File: src/rtl/cnn_mul_share_arb_if.sv
// Request/result bundle for cnn_mul_share_arb: per-requester operand handshake,
// tagged product return channel and pipeline occupancy flag.
interface cnn_mul_share_arb_if #(
   parameter int unsigned NUM_REQ = 4,
   parameter int unsigned ID_W    = 2
);
   logic [NUM_REQ-1:0]    req_valid;
   logic [NUM_REQ-1:0]    req_ready;
   logic [NUM_REQ*10-1:0] req_a;
   logic [NUM_REQ*14-1:0] req_b;
   logic                  res_valid;
   logic                  res_ready;
   logic [23:0]           res_data;
   logic [ID_W-1:0]       res_id;
   logic                  busy;

   // master: requesters plus result consumer; slave: the arbiter
   modport master (
      output req_valid, req_a, req_b, res_ready,
      input  req_ready, res_valid, res_data, res_id, busy
   );

   modport slave (
      input  req_valid, req_a, req_b, res_ready,
      output req_ready, res_valid, res_data, res_id, busy
   );
endinterface

File: src/rtl/cnn_mul_share_arb.sv
// Round-robin sharing of one signed 10x14 multiplier among NUM_REQ requesters.
// Optional CNN_MUL_ARB_OUTREG_EN adds one output register stage after the multiply.
module cnn_mul_share_arb #(
   parameter int unsigned NUM_REQ    = 4,
   parameter int unsigned ID_W       = 2,
   parameter int unsigned MUL_STAGES = 2
) (
   input  logic               ap_clk,
   input  logic               ap_rst,
   cnn_mul_share_arb_if.slave bus
);

   localparam int unsigned A_W  = 10;
   localparam int unsigned B_W  = 14;
   localparam int unsigned P_W  = 24;
   localparam int unsigned LAST = MUL_STAGES - 1;

   logic                  pipe_en;
   logic                  xfer;
   logic                  found;
   logic [NUM_REQ-1:0]    grant;
   logic [ID_W-1:0]       grant_id;
   logic [ID_W-1:0]       ptr;
   logic signed [A_W-1:0] sel_a;
   logic signed [B_W-1:0] sel_b;

   logic                  op_valid;
   logic signed [A_W-1:0] op_a;
   logic signed [B_W-1:0] op_b;
   logic [ID_W-1:0]       op_id;
   logic signed [P_W-1:0] prod;

   logic [MUL_STAGES-1:0] m_valid;
   logic signed [P_W-1:0] m_data [MUL_STAGES];
   logic [ID_W-1:0]       m_id   [MUL_STAGES];

   logic                  res_valid;
   logic [P_W-1:0]        res_data;
   logic [ID_W-1:0]       res_id;
   logic                  busy;

   // Grant search: indices above the pointer first, then wrap to those at or below it
   always_comb begin
      grant    = '0;
      grant_id = '0;
      sel_a    = '0;
      sel_b    = '0;
      found    = 1'b0;
      for (int i = 0; i < int'(NUM_REQ); i++) begin
         if (!found && (i > int'(ptr)) && bus.req_valid[i]) begin
            found    = 1'b1;
            grant[i] = 1'b1;
            grant_id = ID_W'(i);
            sel_a    = bus.req_a[i*A_W +: A_W];
            sel_b    = bus.req_b[i*B_W +: B_W];
         end
      end
      for (int i = 0; i < int'(NUM_REQ); i++) begin
         if (!found && (i <= int'(ptr)) && bus.req_valid[i]) begin
            found    = 1'b1;
            grant[i] = 1'b1;
            grant_id = ID_W'(i);
            sel_a    = bus.req_a[i*A_W +: A_W];
            sel_b    = bus.req_b[i*B_W +: B_W];
         end
      end
   end

   assign pipe_en       = !(res_valid && !bus.res_ready);
   assign bus.req_ready = (ap_rst || !pipe_en) ? '0 : grant;
   assign xfer          = |(bus.req_valid & bus.req_ready);

   // Operand capture stage and round-robin pointer
   always_ff @(posedge ap_clk) begin
      if (ap_rst) begin
         op_valid <= 1'b0;
         op_a     <= '0;
         op_b     <= '0;
         op_id    <= '0;
         ptr      <= ID_W'(NUM_REQ - 1);
      end else if (pipe_en) begin
         op_valid <= xfer;
         if (xfer) begin
            op_a  <= sel_a;
            op_b  <= sel_b;
            op_id <= grant_id;
            ptr   <= grant_id;
         end
      end
   end

   // Full-width signed product: both operands sign-extended to 24 bits before multiplying
   assign prod = P_W'(op_a) * P_W'(op_b);

   // Multiply pipeline; data registers only load behind a valid entry
   always_ff @(posedge ap_clk) begin
      if (ap_rst) begin
         m_valid <= '0;
         for (int s = 0; s < int'(MUL_STAGES); s++) begin
            m_data[s] <= '0;
            m_id[s]   <= '0;
         end
      end else if (pipe_en) begin
         m_valid[0] <= op_valid;
         if (op_valid) begin
            m_data[0] <= prod;
            m_id[0]   <= op_id;
         end
         for (int s = 1; s < int'(MUL_STAGES); s++) begin
            m_valid[s] <= m_valid[s-1];
            if (m_valid[s-1]) begin
               m_data[s] <= m_data[s-1];
               m_id[s]   <= m_id[s-1];
            end
         end
      end
   end

`ifdef CNN_MUL_ARB_OUTREG_EN
   logic           o_valid;
   logic [P_W-1:0] o_data;
   logic [ID_W-1:0] o_id;

   // Extra output register, stalled by the same pipe_en as the multiply stages
   always_ff @(posedge ap_clk) begin
      if (ap_rst) begin
         o_valid <= 1'b0;
         o_data  <= '0;
         o_id    <= '0;
      end else if (pipe_en) begin
         o_valid <= m_valid[LAST];
         if (m_valid[LAST]) begin
            o_data <= m_data[LAST];
            o_id   <= m_id[LAST];
         end
      end
   end

   assign res_valid = o_valid;
   assign res_data  = o_data;
   assign res_id    = o_id;
   assign busy      = op_valid | (|m_valid) | o_valid;
`else
   assign res_valid = m_valid[LAST];
   assign res_data  = m_data[LAST];
   assign res_id    = m_id[LAST];
   assign busy      = op_valid | (|m_valid);
`endif

   assign bus.res_valid = res_valid;
   assign bus.res_data  = res_data;
   assign bus.res_id    = res_id;
   assign bus.busy      = busy;

endmodule

File: src/flat_wrapper.sv
// flat-port wrapper written by rule: the top's interface ports become plain ports
module cnn_mul_share_arb_flat 
#(
   parameter int unsigned NUM_REQ    = 4,
   parameter int unsigned ID_W       = 2,
   parameter int unsigned MUL_STAGES = 2
)
  (ap_clk, ap_rst, bus_req_valid, bus_req_a, bus_req_b, bus_res_ready, bus_req_ready, bus_res_valid, bus_res_data, bus_res_id, bus_busy);
  cnn_mul_share_arb_if #(.NUM_REQ(NUM_REQ), .ID_W(ID_W)) bus_i ();
  input  logic ap_clk;
  input  logic ap_rst;
  input wire logic [$bits(bus_i.req_valid)-1:0] bus_req_valid;
  input wire logic [$bits(bus_i.req_a)-1:0] bus_req_a;
  input wire logic [$bits(bus_i.req_b)-1:0] bus_req_b;
  input wire logic [$bits(bus_i.res_ready)-1:0] bus_res_ready;
  output wire logic [$bits(bus_i.req_ready)-1:0] bus_req_ready;
  output wire logic [$bits(bus_i.res_valid)-1:0] bus_res_valid;
  output wire logic [$bits(bus_i.res_data)-1:0] bus_res_data;
  output wire logic [$bits(bus_i.res_id)-1:0] bus_res_id;
  output wire logic [$bits(bus_i.busy)-1:0] bus_busy;
  assign bus_i.req_valid = bus_req_valid;
  assign bus_i.req_a = bus_req_a;
  assign bus_i.req_b = bus_req_b;
  assign bus_i.res_ready = bus_res_ready;
  assign bus_req_ready = bus_i.req_ready;
  assign bus_res_valid = bus_i.res_valid;
  assign bus_res_data = bus_i.res_data;
  assign bus_res_id = bus_i.res_id;
  assign bus_busy = bus_i.busy;
  cnn_mul_share_arb #(.NUM_REQ(NUM_REQ), .ID_W(ID_W), .MUL_STAGES(MUL_STAGES)) u_core (.ap_clk(ap_clk), .ap_rst(ap_rst), .bus(bus_i));
endmodule
File: config.mk
export PLATFORM = sky130hd
export DESIGN_NAME = cnn_mul_share_arb_flat
export DESIGN_NICKNAME = d
export VERILOG_FILES = /design/src/rtl/cnn_mul_share_arb_if.sv /design/src/rtl/cnn_mul_share_arb.sv /design/src/flat_wrapper.sv
export SDC_FILE = /design/constraint.sdc
export NUM_CORES = 1
export LEC_CHECK = 0
export BUFFER_PORTS_ARGS = -buffer_cell sky130_fd_sc_hd__clkbuf_2
export CELL_PAD_IN_SITES_DETAIL_PLACEMENT = 1
export CELL_PAD_IN_SITES_GLOBAL_PLACEMENT = 1
export CORE_AREA = 2 2 126 178
export CTS_CLUSTER_DIAMETER = 30
export CTS_CLUSTER_SIZE = 28
export DETAILED_ROUTE_END_ITERATION = 16
export DIE_AREA = 0 0 128 180
export PLACE_DENSITY = 0.87
export SLEW_MARGIN = 20
export SYNTH_ARGS = -nofsm -noshare
export SYNTH_HDL_FRONTEND = slang
export SYNTH_SLANG_ARGS = --single-unit
File: constraint.sdc
create_clock -name ap_clk -period 13.6 [get_ports ap_clk]
set_clock_uncertainty 0.2 [all_clocks]
set_input_delay 2.04 -clock ap_clk [delete_from_list [all_inputs] [get_ports ap_clk]]
set_output_delay 2.04 -clock ap_clk [all_outputs]
set_load 0.02 [all_outputs]
After elaboration in Yosys (flattened, before gate mapping)

Memories as Yosys holds them, arrays and structs flattened.
Cells that the tools add are included.

Latch bits: 0
Bits in read-only memories: 0
Bits in writable memories: 52
Output and inout bits: 32
Memories: 2
Bits in registers: 31
Word-level logic and storage cells: 94

Multiplexer cells: 48
Divide/modulo/power cells: 0
Add/subtract/negate cells: 0
Eq/ne operators: 0
$mul: 1
Bitwise operators: 7
Magnitude comparators: 6
Reduce and logical (&&, ||, !) cells: 24
Shift operators: 0

Memories:

| name          | words | width | read ports | clocked after Yosys merged registers in | wr ports | RTL line                | text |
|---|---|---|---|---|---|---|---|
| u_core.m_data | 2     | 24    | 2          | 0                                       | 2        | cnn_mul_share_arb.sv:34 | `logic signed [P_W-1:0] m_data [MUL_STAGES];` |
| u_core.m_id   | 2     | 2     | 2          | 0                                       | 2        | cnn_mul_share_arb.sv:35 | `logic [ID_W-1:0] m_id [MUL_STAGES];` |

Operator list:

| kind                                                           | number |
|---|---|
| two-way mux 14 bit                                             | 7 |
| two-way mux 10 bit                                             | 7 |
| two-way mux 24 bit                                             | 2 |
| multiplier 10 x 14 -> 24 bit                                   | 1 |
| two-way mux 1 bit                                              | 23 |
| two-way mux 2 bit                                              | 8 |
| logical AND 1 bit                                              | 13 |
| zero test 1 bit                                                | 7 |
| bitwise OR 1 bit                                               | 5 |
| bitwise AND 4 bit                                              | 1 |
| > comparator 2 bit (first input constant)                      | 2 |
| less-or-equal comparator 2 bit (first input constant)          | 2 |
| two-way mux 4 bit                                              | 1 |
| OR reduction 4 bit                                             | 1 |
| > comparator 1 x 2 -> 1 bit (first input constant)             | 1 |
| less-or-equal comparator 1 x 2 -> 1 bit (first input constant) | 1 |
| AND reduction 2 bit                                            | 1 |
| OR reduction 2 bit                                             | 1 |
| logical OR 1 bit                                               | 1 |
| NOT 1 bit                                                      | 1 |

Logic depth before layout (Yosys ltp)

Depth after elaboration: 30
Mapped depth: 21
Mapped depth without buffers: 19

Least setup slack after synthesis

No wires, ideal clock.

Path kind: reg-to-reg
From: register u_core.op_a[1]
To: memory u_core.m_data[0][23] (data pin)
Arrival: 4.984 ns
Path slack: 8.150 ns
Path buffers: 1
Cell stages (with the launch flop): 21
Cells stage by stage: dfxtp_1 -> clkbuf_1 -> nand2_1 -> fa_1 -> inv_1 -> fa_1 -> inv_1 -> fa_1 -> inv_1 -> fa_1 -> inv_1 -> fa_1 -> inv_1 -> ha_1 -> and2_1 -> a221oi_1 -> a21bo_2 -> nand3_1 -> a41oi_1 -> xnor2_1 -> nor2_1

RTL lines:

| element                | RTL line                | text |
|---|---|---|
| start, declared        | cnn_mul_share_arb.sv:28 | `logic signed [A_W-1:0] op_a;` |
| start signal, assigned | cnn_mul_share_arb.sv:84 | `op_a <= sel_a;` |
| end, declared          | cnn_mul_share_arb.sv:34 |  |

==> reports/qor.csv <==
metric,value,unit
status,"complete, no violations",
clock slew at reported path FFs,0.07,ns
prevailing post-synth register cell,edfxtp_1,
Layout area overhead,9.366,%
mapped cell area,0.009738,mm2
DRT Pass-1 Iters,4,
largest net degree at the start of global routing,50,
Detail Placement HPWL,20360,um
initial core utilization,0.4538,
total of max-cap violations,0,
CP max stage cell,o41ai_1,
die width,128,um
share of layout cells above drive strength 1,0.1446,
Power Total,1.405,mW
post-CTS setup buffers,0,
drt drc,0,
clk_lat worst skew,0.35,ns
Clock Tree Buf Depth,2,
commonest cells in the synthesized netlist,"inv_1 (170), fa_1 (123), nand2_1 (114)",
setup TNS,0,ns
total core area,0.02146,mm2
Worst Hold Class,reg2reg,
CTS tree,built,
syn nets,1378,
DP Area,0.01033,mm2
"delay-heaviest family, CP",adder cells,
number of global-route vias before repair,8865,
final instance area,0.01065,mm2
Vias,8026,
total CTS buffers,9,
post-detailed-route wirelength per cell,18.74,um
synth top area cells,"fa_1 (25%), edfxtp_1 (16%), ha_1 (7.3%)",
I/O Buffers,134,
"Endpoint, Worst Hold",u_core.op_valid,
Post-synth ARST share,0,
instance count of the mapped netlist,1095,
Post-Syn Area per Cell,8.893,um2
final period utilization,0.4605,
top-count cell post-synth,inv_1,
first-pass GRT wire length,44120,um
Synth top area share,0.2529,
peak supply drop,0.00006114,V
hold_sp,u_core.op_valid,
post-synthesis sequential area ratio,0.2241,
Die Y,180,um
"EDFF count, synth",52,
Final Hold Vio Count,0,
Iter 0 DRT Violations,400,
# rows,64,
die area,0.02304,mm2
Worst Hold Path Cells,2,
FF-to-FF setup slack,7.34,ns
CP startpoint kind,register,
CP Depth,17,
GP Congestion,0.8758,
CP endpoint kind,register,
synthesis-stage register bit count,83,
vias per cell,5.628,
Top Ports,135,
WL final,26720,um
post-route core utilization,0.4963,
Post-CTS Resized,0,
worst r2r src,u_core.op_a[1],
Synth area leader,fa_1,
"Min Clock Period, post-route",6.262,ns
fmax,159.7,MHz
FF-to-FF End,u_core.m_data[0][14],
CTS H-Tree Depth,3,
max-slew violation count,0,
WP data required,13.48,ns
CP Buf/Inv Count,5,
Rel. slew slack,0.2048,
Power Dens Cells,131.9,mW/mm2
RSZ-0062 raised after global routing,false,
CP cell instances,nand2_1 > fa_1 > inv_1 > fa_1 > inv_1 > fa_1 > inv_1 > fa_1 > inv_1 > fa_1 > inv_1 > ha_1 > o41ai_1 > o21ai_0 > a31oi_1 > xor2_1 > nor2_1,
CP Class,reg2reg,
crit path max fanout,15,
Antenna Nets Post-Route,0,
Hold WS,0.3150,ns
GRT Util Overall,0.2394,
GRT overflow,0,
Post-CTS Hold Buffers,0,
R2R depth,17,
Pleak,4.982,nW
Worst EP arrival,6.15,ns
Ys Warns,0,
final setup vio count,0,
Ant. Diodes,0,
Worst Tran Pin Value,1.177,ns
clock sink count,83,
Yosys cell types,49,
final net count,1440,
Root Buffer,clkbuf_16,
initial antenna violation count,0,
Critical Path Max Stage Delay,1.04,ns
==> state kept, by name, indices dropped and copies added, names as in the netlist <==
| name | cells |
|---|---|
| u_core.m_data | 48 |
| u_core.m_id | 4 |
| u_core.m_valid | 2 |
| u_core.op_a | 10 |
| u_core.op_b | 14 |
| u_core.op_id | 2 |
| u_core.op_valid | 1 |
| u_core.ptr | 2 |
==> layer usage <==
metal,part of all wire,global-route usage,up-vias
met5,0,0,-
met4,0.035,0.09319,0
met3,0.041,0.03750,74
met2,0.55,0.4513,256
met1,0.38,0.2645,4019
li1,-,-,3677
==> stage by stage <==
| step | cells | worst slack (ns) |
|---|---|---|
| 6_report | 1426 | 7.338 |
| 5_1_grt | 1426 | 7.078 |
| 4_1_cts | 1426 | 7.388 |
| 3_5_place_dp | 1410 | 7.442 |
| 3_3_place_gp | 1410 | 7.663 |
| 2_1_floorplan | 1095 | 8.150 |
==> cells in the final DEF (no fill, tap or decap), types with 2 or more instances in the layout <==
master,n
inv_1,171
clkbuf_2,134
fa_1,123
nand2_1,114
nor2_1,92
and2_1,84
ha_1,57
nand3_1,53
edfxtp_1,52
dfxtp_1,31
nor3_1,29
a22o_1,25
a41oi_1,25
a2111oi_0,24
a21oi_1,22
xnor2_1,17
o21ai_0,11
clkbuf_16,10
buf_4,10
a21o_1,8
nand2b_1,7
xor2_1,7
a211oi_1,6
o21a_1,6
nor2b_1,5
or3_1,4
o211ai_1,3
and3_1,2
a221oi_1,2
o21bai_1,2
nand4_1,2
o2111ai_1,2
nor3b_1,2
inv_4,2
==> worst max path at each step <==
stage	start	end	slack (ns)
global route	u_core.op_a[1]	u_core.m_data[0][14]	7.08
detailed placement	u_core.op_a[1]	u_core.m_data[0][14]	7.44
floorplan	u_core.op_a[1]	u_core.m_data[0][23]	8.15
global placement	u_core.op_a[1]	u_core.m_data[0][14]	7.66
finish	u_core.op_a[1]	u_core.m_data[0][14]	7.34
CTS	u_core.op_a[1]	u_core.m_data[0][14]	7.39
==> final cells by class <==
class	count	area, um2
fillers	2543	10810
multi-input cells	749	6435
flip-flops and latches	83	2182
repair buffers	144	745.7
inverters	170	638.1
well taps	264	330.3
clock buffers	11	264.0
clock inverters	5	55.05
==> report_power, final <==
| part | total [mW] | switching [mW] | internal [mW] | leakage, nW |
|---|---|---|---|---|
| Combinational | 0.775 | 0.462 | 0.313 | 4.02 |
| Sequential | 0.364 | 0.0567 | 0.308 | 0.803 |
| Clock | 0.265 | 0.107 | 0.159 | 0.163 |
==> cells by family (layout without fill, tap and decap cells) <==
family	Yosys count	in the layout	share of synthesized area
simple gates	398	398	0.1952
buf+inv	263	330	0.1156
fa+ha+maj	180	180	0.3261
compound gates	147	147	0.1174
flops	83	83	0.2241
xor+xnor	24	24	0.02159
==> worst register-to-register path: stages (launching register included) <==
cell	delay (ns)
dfxtp_1	0.64
nand2_1	0.16
fa_1	0.56
inv_1	0.07
fa_1	0.52
inv_1	0.07
fa_1	0.54
inv_1	0.06
fa_1	0.48
inv_1	0.05
fa_1	0.48
inv_1	0.04
ha_1	0.20
o41ai_1	1.04
o21ai_0	0.37
a31oi_1	0.28
xor2_1	0.18
nor2_1	0.05
Note: power is estimated with default switching activity, not from simulation.
